**src/rtl/keypad_event_encoder_if.sv**
```systemverilog
// Keypad bundle: raw key lines towards the encoder, encoded event, clear and
// held status back towards the calculator core.
interface keypad_event_encoder_if;
   logic [15:0] pb;
   logic [4:0]  eBCD;
   logic        clr;
   logic        key_held;

   modport master (output pb, input eBCD, clr, key_held);
   modport slave  (input pb, output eBCD, clr, key_held);
endinterface

```
**src/rtl/keypad_event_encoder.sv**
```systemverilog
// Keypad scanner: resynchronises the key lines, debounces single-key presses on
// a slow sample tick and emits one extended-BCD strobe (or a clear pulse) per press.
module keypad_event_encoder #(
   parameter int TICK_DIV   = 50_000,
   parameter int DEB_TICKS  = 20,
   parameter int STROBE_CYC = 8
) (
   input  logic                  clock_50m,
   input  logic                  rst,
   keypad_event_encoder_if.slave kp
);

   localparam int TW = $clog2(TICK_DIV);
   localparam int CW = $clog2(DEB_TICKS + 1);
   localparam int SW = $clog2(STROBE_CYC + 1);

   localparam logic [TW-1:0] TICK_LAST   = TW'(TICK_DIV - 1);
   localparam logic [CW-1:0] DEB_LAST    = CW'(DEB_TICKS);
   localparam logic [SW-1:0] STROBE_LAST = SW'(STROBE_CYC);
   localparam logic [3:0]    CLEAR_KEY   = 4'hD;

   typedef enum logic [2:0] {
      IDLE,
      DEBOUNCE,
      EMIT,
      HOLD,
      RELEASE
   } state_e;

   state_e          state_q,      state_d;
   logic [15:0]     sync1_q,      sync1_d;
   logic [15:0]     sync2_q,      sync2_d;
   logic [TW-1:0]   tick_cnt_q,   tick_cnt_d;
   logic [3:0]      cand_q,       cand_d;
   logic [CW-1:0]   deb_cnt_q,    deb_cnt_d;
   logic [CW-1:0]   rel_cnt_q,    rel_cnt_d;
   logic [SW-1:0]   strobe_cnt_q, strobe_cnt_d;
   logic [4:0]      ebcd_q,       ebcd_d;
   logic            clr_q,        clr_d;
   logic            key_held_q,   key_held_d;

   logic            tick;
   logic [15:0]     sample;
   logic            sample_onehot;
   logic            sample_zero;
   logic [3:0]      sample_idx;
   logic [15:0]     cand_mask;
   logic [CW-1:0]   deb_inc;
   logic [CW-1:0]   rel_inc;
   logic            accept;
   logic [3:0]      accept_code;
   logic            release_key;

   // NOTE: every signal assigned in an always_comb gets a default first, so no
   // path through the case statement can leave it unassigned and infer a latch.
   always_comb begin
      sync1_d    = kp.pb;
      sync2_d    = sync1_q;
      tick       = (tick_cnt_q == TICK_LAST);
      tick_cnt_d = tick ? '0 : tick_cnt_q + TW'(1);
   end

   assign sample        = sync2_q;
   assign sample_onehot = $onehot(sample);
   assign sample_zero   = (sample == '0);
   assign cand_mask     = 16'h0001 << cand_q;
   assign deb_inc       = deb_cnt_q + CW'(1);
   assign rel_inc       = rel_cnt_q + CW'(1);

   // Only consulted when the sample is onehot, so scan order does not matter.
   always_comb begin
      sample_idx = '0;
      for (int i = 0; i < 16; i++) begin
         if (sample[i]) sample_idx = 4'(i);
      end
   end

   always_comb begin
      state_d      = state_q;
      cand_d       = cand_q;
      deb_cnt_d    = deb_cnt_q;
      rel_cnt_d    = rel_cnt_q;
      strobe_cnt_d = strobe_cnt_q;
      ebcd_d       = ebcd_q;
      clr_d        = 1'b0;
      key_held_d   = key_held_q;
      accept       = 1'b0;
      accept_code  = cand_q;
      release_key  = 1'b0;

      unique case (state_q)
         IDLE: begin
            if (tick && sample_onehot) begin
               cand_d = sample_idx;
               if (DEB_TICKS == 1) begin
                  accept      = 1'b1;
                  accept_code = sample_idx;
               end else begin
                  deb_cnt_d = CW'(1);
                  state_d   = DEBOUNCE;
               end
            end
         end

         DEBOUNCE: begin
            if (tick) begin
               if (sample == cand_mask) begin
                  if (deb_inc == DEB_LAST) accept = 1'b1;
                  else                     deb_cnt_d = deb_inc;
               end else begin
                  // A different key on this tick is not captured; it must
                  // start over from IDLE on a later tick.
                  deb_cnt_d = '0;
                  state_d   = IDLE;
               end
            end
         end

         EMIT: begin
            if (strobe_cnt_q == STROBE_LAST) begin
               ebcd_d[4]    = 1'b0;
               strobe_cnt_d = '0;
               state_d      = HOLD;
            end else begin
               strobe_cnt_d = strobe_cnt_q + SW'(1);
            end
         end

         HOLD: begin
            if (tick && sample_zero) begin
               if (DEB_TICKS == 1) begin
                  release_key = 1'b1;
               end else begin
                  rel_cnt_d = CW'(1);
                  state_d   = RELEASE;
               end
            end
         end

         RELEASE: begin
            if (tick) begin
               if (!sample_zero) begin
                  rel_cnt_d = '0;
                  state_d   = HOLD;
               end else if (rel_inc == DEB_LAST) begin
                  release_key = 1'b1;
               end else begin
                  rel_cnt_d = rel_inc;
               end
            end
         end

         default: state_d = IDLE;
      endcase

      if (accept) begin
         deb_cnt_d  = '0;
         key_held_d = 1'b1;
         if (accept_code == CLEAR_KEY) begin
            // Clear never touches eBCD, so the last code stays visible.
            clr_d   = 1'b1;
            state_d = HOLD;
         end else begin
            ebcd_d       = {1'b1, accept_code};
            strobe_cnt_d = SW'(1);
            state_d      = EMIT;
         end
      end

      if (release_key) begin
         rel_cnt_d  = '0;
         key_held_d = 1'b0;
         state_d    = IDLE;
      end
   end

   // NOTE: sequential state uses non-blocking assignments only, so every flop
   // samples the pre-edge value of every other flop regardless of block order.
   always_ff @(posedge clock_50m or posedge rst) begin
      if (rst) begin
         state_q      <= IDLE;
         sync1_q      <= '0;
         sync2_q      <= '0;
         tick_cnt_q   <= '0;
         cand_q       <= '0;
         deb_cnt_q    <= '0;
         rel_cnt_q    <= '0;
         strobe_cnt_q <= '0;
         ebcd_q       <= '0;
         clr_q        <= 1'b0;
         key_held_q   <= 1'b0;
      end else begin
         state_q      <= state_d;
         sync1_q      <= sync1_d;
         sync2_q      <= sync2_d;
         tick_cnt_q   <= tick_cnt_d;
         cand_q       <= cand_d;
         deb_cnt_q    <= deb_cnt_d;
         rel_cnt_q    <= rel_cnt_d;
         strobe_cnt_q <= strobe_cnt_d;
         ebcd_q       <= ebcd_d;
         clr_q        <= clr_d;
         key_held_q   <= key_held_d;
      end
   end

   assign kp.eBCD     = ebcd_q;
   assign kp.clr      = clr_q;
   assign kp.key_held = key_held_q;

endmodule

```
**src/flat_wrapper.sv**
```systemverilog
// flat-port wrapper written by rule: the top's interface ports become plain ports
module keypad_event_encoder_flat 
#(
   parameter int TICK_DIV   = 50_000,
   parameter int DEB_TICKS  = 20,
   parameter int STROBE_CYC = 8
)
  (clock_50m, rst, kp_pb, kp_eBCD, kp_clr, kp_key_held);
  keypad_event_encoder_if kp_i ();
  input  logic clock_50m;
  input  logic rst;
  input wire logic [$bits(kp_i.pb)-1:0] kp_pb;
  output wire logic [$bits(kp_i.eBCD)-1:0] kp_eBCD;
  output wire logic [$bits(kp_i.clr)-1:0] kp_clr;
  output wire logic [$bits(kp_i.key_held)-1:0] kp_key_held;
  assign kp_i.pb = kp_pb;
  assign kp_eBCD = kp_i.eBCD;
  assign kp_clr = kp_i.clr;
  assign kp_key_held = kp_i.key_held;
  keypad_event_encoder #(.TICK_DIV(TICK_DIV), .DEB_TICKS(DEB_TICKS), .STROBE_CYC(STROBE_CYC)) u_core (.clock_50m(clock_50m), .rst(rst), .kp(kp_i));
endmodule
```
**config.mk**
```make
export PLATFORM = sky130hd
export DESIGN_NAME = keypad_event_encoder_flat
export DESIGN_NICKNAME = d
export VERILOG_FILES = /design/src/rtl/keypad_event_encoder_if.sv /design/src/rtl/keypad_event_encoder.sv /design/src/flat_wrapper.sv
export SDC_FILE = /design/constraint.sdc
export NUM_CORES = 1
export LEC_CHECK = 0
export CAP_MARGIN = 20
export CORE_MARGIN = 3
export CORE_UTILIZATION = 35
export DETAILED_ROUTE_END_ITERATION = 7
export MAX_ROUTING_LAYER = met4
export PLACE_DENSITY = 0.57
export SYNTH_ARGS = -nofsm -noshare
export SYNTH_HDL_FRONTEND = slang
export SYNTH_SLANG_ARGS = --single-unit
```
**constraint.sdc**
```tcl
create_clock -name clock_50m -period 14 [get_ports clock_50m]
set_clock_uncertainty 0.2 [all_clocks]
set_input_delay 2.1 -clock clock_50m [delete_from_list [all_inputs] [get_ports clock_50m]]
set_output_delay 2.1 -clock clock_50m [all_outputs]
set_load 0.01 [all_outputs]
```
==> flow_metrics.env, run 1 <==
export IMPL_cts_root_buf="clkbuf_16"
export IMPL_cp_max_fo=7
export IMPL_viasPerCell=5.19
export IMPL_design_area_um2=5010
export IMPL_p_leak_nw=2.29
export IMPL_drv_slew=0
export IMPL_drcViolationCount=0
export IMPL_synth_most_common_cell="dfrtp_1"
export IMPL_cp_arrival_ns=5.39
export IMPL_coreArea_um2=11700
export IMPL_totalWireLength_mm=8.89
export IMPL_h_tree_depth=3
export IMPL_grt_pass1_wl_mm=15.4
export IMPL_seq_area_frac_synth_pct=44.4
export IMPL_synth_distinct_cells=58
export IMPL_clock_latency_ns=0.34
export IMPL_status="complete, no violations"
export IMPL_final_cells=600
export IMPL_ys_ff_latch=76
export IMPL_vias=3114
export IMPL_synth_edf_count=0
export IMPL_placed_area_um2=4680
export IMPL_drive_gt1_share_pct=7.66
export IMPL_syn_inst=425
export IMPL_drv_cap=0
export IMPL_fin_tns_setup_ns=0
export IMPL_critical_path_required_ns=14.03
export IMPL_final_antenna_net_count=0
export IMPL_post_synth_top_area_fraction_pct=44.4
export IMPL_numCtsBuffers=9
export IMPL_endpoint_kind="register"
export IMPL_ys_warn_count=0
export IMPL_diodes=0
export IMPL_synth_area_leaders="dfrtp_1 44%, ha_1 8.5%, fa_1 5.1%"
export IMPL_hold_viol=0
export IMPL_grt_total_usage_pct=15.1
export IMPL_wl_per_cell_um=14.8
export IMPL_io_pins=25
export IMPL_dr_pass1_iters=4
export IMPL_seq_area_um2=1900
export IMPL_area_growth_pct=16.9
export IMPL_final_nets=510
export IMPL_multi_input_area_um2=2180
export IMPL_synthArstFlopShare_pct=100
export IMPL_grt_overflow=0
export IMPL_relSlewSlack_pct=37.8
export IMPL_final_min_clock_period_ns=5.35
export IMPL_die_h_um=117
export IMPL_worst_pin_slew_ns=0.932
export IMPL_p_total_mw=0.571
export IMPL_netlist_top_cell_by_area="dfrtp_1"
export IMPL_dpl_hpwl_mm=6.38
export IMPL_grt_max_degree=77
export IMPL_fin_crit_sh_pct=38.2
export IMPL_start_kind="register"
export IMPL_drt_iter0_markers=176
export IMPL_p_per_area_nw_per_um2=114
export IMPL_first_global_vias=3092
export IMPL_antenna_found_initial=0
export IMPL_syn_area_per_cell_um2=10.1
export IMPL_cts_tree="done"
export IMPL_place_gp_congestion=0.947
export IMPL_hold_class="register to register"
export IMPL_synth_area_um2=4290
export IMPL_clk_pin_slew_ns=0.06
export IMPL_critPathKind="register to register"
export IMPL_synth_ff_type="dfrtp_1"
export IMPL_synth_nets=483
export IMPL_start_util_pct=36.6
export IMPL_hold_buffers=0
export IMPL_yosys_top_cells_count="76 x dfrtp_1, 42 x inv_1, 31 x nand2_1, 30 x nor2_1, 29 x ha_1"
export IMPL_portBuffers=24
export IMPL_peakVddDrop_mv=0.0587
export IMPL_cts_resized=0
export IMPL_rsz0062_at_grt="false"
export IMPL_dpl_cell_count=584
export IMPL_dieArea_um2=13600
export IMPL_clk_path_buf_depth=2
export IMPL_dieWidth_um=117
export IMPL_fmax_ghz=0.187
export IMPL_num_rows=39
export IMPL_finalSetupViolCount=0
export IMPL_post_cts_buffers=0
export IMPL_fillCellCount=1129
export IMPL_fin_util_pct=42.8
export IMPL_cts_sinks=76
## cells by family after synthesis
kind of cell	count (synthesis)	share of synthesized area [%]
DFF	76	44.4
and+or+nand+nor	160	20.8
muxes	9	2.48
adders and majority gates	40	13.6
AOI/OAI and AO/OA	71	10.6
xor gates and xnor gates	17	3.47
buffers and inverters	52	4.67
## sequential cells by signal (all words and copies together), names as in the netlist
register,count
u_core.kp.key_held,1
u_core.sample,16
u_core.strobe_cnt_q,4
u_core.kp.clr,1
u_core.accept_code,4
u_core.state_q,3
u_core.tick_cnt_q,16
u_core.sync1_q,16
u_core.deb_cnt_q,5
u_core.kp.eBCD,5
u_core.rel_cnt_q,5
## final timing paths
kind / startpoint / end / slack, ns / depth (start not counted)
setup / recovery: u_core.sample[2] / u_core.deb_cnt_q[0] / 8.65 / 15
hold / removal: u_core.sync1_q[8] / u_core.sample[8] / 0.14 / 0
setup reg to reg: u_core.sample[2] / u_core.deb_cnt_q[0] / 8.65 / 15
hold reg to reg: u_core.sync1_q[8] / u_core.sample[8] / 0.14 / 0
max in group asynchronous: rst / u_core.kp.eBCD[0] / 10.84 / 3
min in group asynchronous: rst / u_core.sync1_q[14] / 2.17 / 3
## metal layers
layer  wire [µm]  up-vias  global-route usage, %  part of all wire (%)
li1            -     1534                      -                     -
met5           0        -                      -                     0
met1        4410     1479                   20.9                    50
met2        3810       84                   20.9                    43
met4         214        0                   6.35                   2.4
met3         448       17                   3.83                   5.0
## through the flow
stage	hold WS (ns)	worst slack (ns)
after floorplan	0.131	9.05
after global placement	0.134	8.75
after detailed placement	0.135	8.66
after CTS	0.145	8.66
after global routing	0.155	8.29
final	0.142	8.65
## cells in the final DEF, fill, tap and decap left out, types with 6 or more instances in the layout
master            n
xor2_1           12
nor2b_1           8
dfrtp_1          76
ha_1             29
and3_1            8
inv_1            41
o21ai_0          24
nand2_1          31
a21oi_1          15
o31ai_1           6
clkbuf_16         9
nor2_1           30
nor3_1           13
or3_1             7
fa_1             11
clkdlybuf4s50_1  24
nand3_1          27
## report_power, final
part / switching (mW) / internal (mW) / total (mW)
sequential: 0.00505 / 0.224 / 0.229
combinational: 0.0440 / 0.0369 / 0.0808
clock: 0.0980 / 0.163 / 0.261
## area by class of cell
cell class	instances	area share (%)
Clock inverter	6	1.87
Inverter	42	3.15
Multi-Input combinational cell	297	43.6
Timing Repair Buffer	26	5.09
Sequential cell	76	38.0
Clock buffer	10	4.77
Tap cell	143	3.57
## critical path, cell delays in order, from the launching register on
cell	delay [ns]
dfrtp_1	0.45
inv_1	0.09
ha_1	0.28
inv_1	0.05
fa_1	0.41
fa_1	0.50
fa_1	0.56
inv_1	0.06
fa_1	0.48
ha_1	0.24
fa_1	0.38
and3_1	0.17
o2111ai_1	0.43
a21boi_1	0.51
inv_1	0.15
mux2_2	0.29
No activity file was read; power rests on OpenSTA's default activity.
==> inputs of run 2 (changes only) <==
clock period = 5.15 ns   (was 14 ns; I/O delays follow)
==> run 2 against run 1 <==
Non-clock buffer count grew 11. Setup slack lost 8.4 ns. Critical path depth stayed put. Die area stayed put. Sequential power rose to 2.7 times the previous value. First-iteration DRC count shrank 13%. Core utilization increased by 1.4 points. Clock power rose to 2.8 times the previous value. Sequential share of layout area shrank 1.1 points. Global-route usage is 0.19 points lower. Hold slack about the same.
==> flow_metrics.env, run 2 (synthesis results as in run 1) <==
export IMPL_final_nets=521
export IMPL_numCtsBuffers=9
export IMPL_antenna_found_initial=0
export IMPL_path_buf_inv=4
export IMPL_diodes=0
export IMPL_cp_max_fo=7
export IMPL_seq_power_share_pct=38.0
export IMPL_fin_tns_setup_ns=0
export IMPL_clk_pin_slew_ns=0.06
export IMPL_start_util_pct=36.6
export IMPL_hold_buffers=0
export IMPL_viasPerCell=5.17
export IMPL_cts_tree="done"
export IMPL_finalSetupViolCount=0
export IMPL_drcViolationCount=0
export IMPL_crit_chain="inv_1 -> ha_1 -> inv_1 -> fa_1 -> inv_1 -> fa_2 -> fa_2 -> fa_1 -> ha_2 -> fa_1 -> nor4b_4 -> o2111ai_2 -> a21boi_4 -> inv_1 -> mux2_2"
export IMPL_grt_pass1_wl_mm=15.4
export IMPL_p_sw_mw=0.400
export IMPL_final_common_cell="dfrtp_1"
export IMPL_endpoint_kind="register"
export IMPL_hold_viol=0
export IMPL_relSlewSlack_pct=43.0
export IMPL_area_growth_pct=20.7
export IMPL_switching_share_pct=24.5
export IMPL_cts_root_buf="clkbuf_16"
export IMPL_dieWidth_um=117
export IMPL_fillCellCount=1105
export IMPL_final_min_clock_period_ns=4.89
export IMPL_critPathKind="register to register"
export IMPL_grt_max_degree=43
export IMPL_first_global_vias=3206
export IMPL_dr_pass1_iters=4
export IMPL_cts_sinks=76
export IMPL_cp_arrival_ns=4.90
export IMPL_fmax_ghz=0.205
export IMPL_p_clk_share_pct=45.2
export IMPL_start_kind="register"
export IMPL_dieArea_um2=13600
export IMPL_totalWireLength_mm=8.88
export IMPL_grt_overflow=0
export IMPL_rsz0062_at_grt="false"
export IMPL_cp_top_family="adder cells"
export IMPL_place_gp_congestion=0.933
export IMPL_portBuffers=24
export IMPL_crit_top_cell="inv_1"
export IMPL_clk_path_buf_depth=2
export IMPL_io_pins=25
export IMPL_drive_gt1_share_pct=13.0
export IMPL_peakVddDrop_mv=0.189
export IMPL_clock_latency_ns=0.33
export IMPL_most_common_layout_cells="73 x dfrtp_1, 38 x inv_1, 31 x nand2_1, 30 x nor2_1, 27 x nand3_1"
export IMPL_fin_util_pct=44.2
export IMPL_drt_iter0_markers=154
export IMPL_combinationalPowerShare_pct=16.8
export IMPL_slowest_stage="fa_1"
export IMPL_final_antenna_net_count=0
export IMPL_p_total_mw=1.63
export IMPL_wl_per_cell_um=14.5
export IMPL_intPower_mw=1.23
export IMPL_fin_crit_sh_pct=94.9
export IMPL_worst_pin_slew_ns=0.854
export IMPL_drv_slew=0
export IMPL_slowest_delay_ns=0.53
export IMPL_vias=3161
export IMPL_hold_class="register to register"
export IMPL_coreArea_um2=11700
export IMPL_status="complete, no violations"
export IMPL_p_per_area_nw_per_um2=316
export IMPL_critical_path_required_ns=5.17
export IMPL_h_tree_depth=3
export IMPL_dpl_hpwl_mm=6.50
export IMPL_die_h_um=117
export IMPL_p_leak_nw=2.36
export IMPL_drv_cap=0
export IMPL_grt_total_usage_pct=14.9
export IMPL_num_rows=39
-- run 2: what timing repair did --
| item | in CTS | in global routing |
|---|---|---|
| setup endpoints to repair | 0 | 6 |
| gates resized for setup | 0 | 19 |
| buffers inserted | 0 | 2 |
-- run 2: final cells by class --
class	instances	area, µm²	share of cell area, %
inverter	42	158	3.05
timing repair buffer	37	338	6.53
clock buffer	11	243	4.69
multi-input combinational	297	2240	43.3
sequential	76	1910	36.8
tap	143	179	3.46
clock inverter	5	108	2.08
-- run 2: worst paths after layout --
kind	start	to	slack [ns]	cells past startpoint
worst min-delay path	u_core.sync1_q[9]	u_core.sample[9]	0.14	0
worst min register to register	u_core.sync1_q[9]	u_core.sample[9]	0.14	0
min in group asynchronous	rst	u_core.sample[9]	0.74	2
worst max-delay path	u_core.sample[6]	u_core.deb_cnt_q[0]	0.26	15
max in group asynchronous	rst	u_core.sample[2]	3.05	3
worst max register to register	u_core.sample[6]	u_core.deb_cnt_q[0]	0.26	15
-- run 2: per-layer routing --
metal	up-vias	part of all wire [%]	wire [µm]	track usage, %
met5	-	0	0	-
met3	8	3.6	321	3.78
li1	1557	-	-	-
met1	1542	49	4360	20.3
met4	0	1.9	167	5.43
met2	54	45	4030	21.4
-- run 2: through the flow --
stage / setup slack [ns] / cells / area [µm²] / hold slack (ns)
global placement: 0.121 / 593 / 4740 / 0.135
CTS: 0.00829 / 609 / 5090 / 0.146
detailed placement: 0.0228 / 593 / 4740 / 0.136
finish: 0.263 / 611 / 5170 / 0.142
global route: 0.00148 / 611 / 5170 / 0.158
floorplan: 0.203 / 425 / 4290 / 0.131
-- run 2: power by group through the flow --
stage / logic [mW] / registers, mW / clock network, mW
4_1_cts: 0.226 / 0.621 / 0.759
6_report: 0.274 / 0.621 / 0.739
3_3_place_gp: 0.221 / 0.631 / 0
3_5_place_dp: 0.223 / 0.632 / 0
2_1_floorplan: 0.161 / 0.629 / 0
5_1_grt: 0.322 / 0.622 / 0.790
==> inputs of run 3 (changes only) <==
TNS_END_PERCENT = 1   (was not set)
==> results of run 3 <==
Final layout, timing and power as in run 2 (identical DEF).
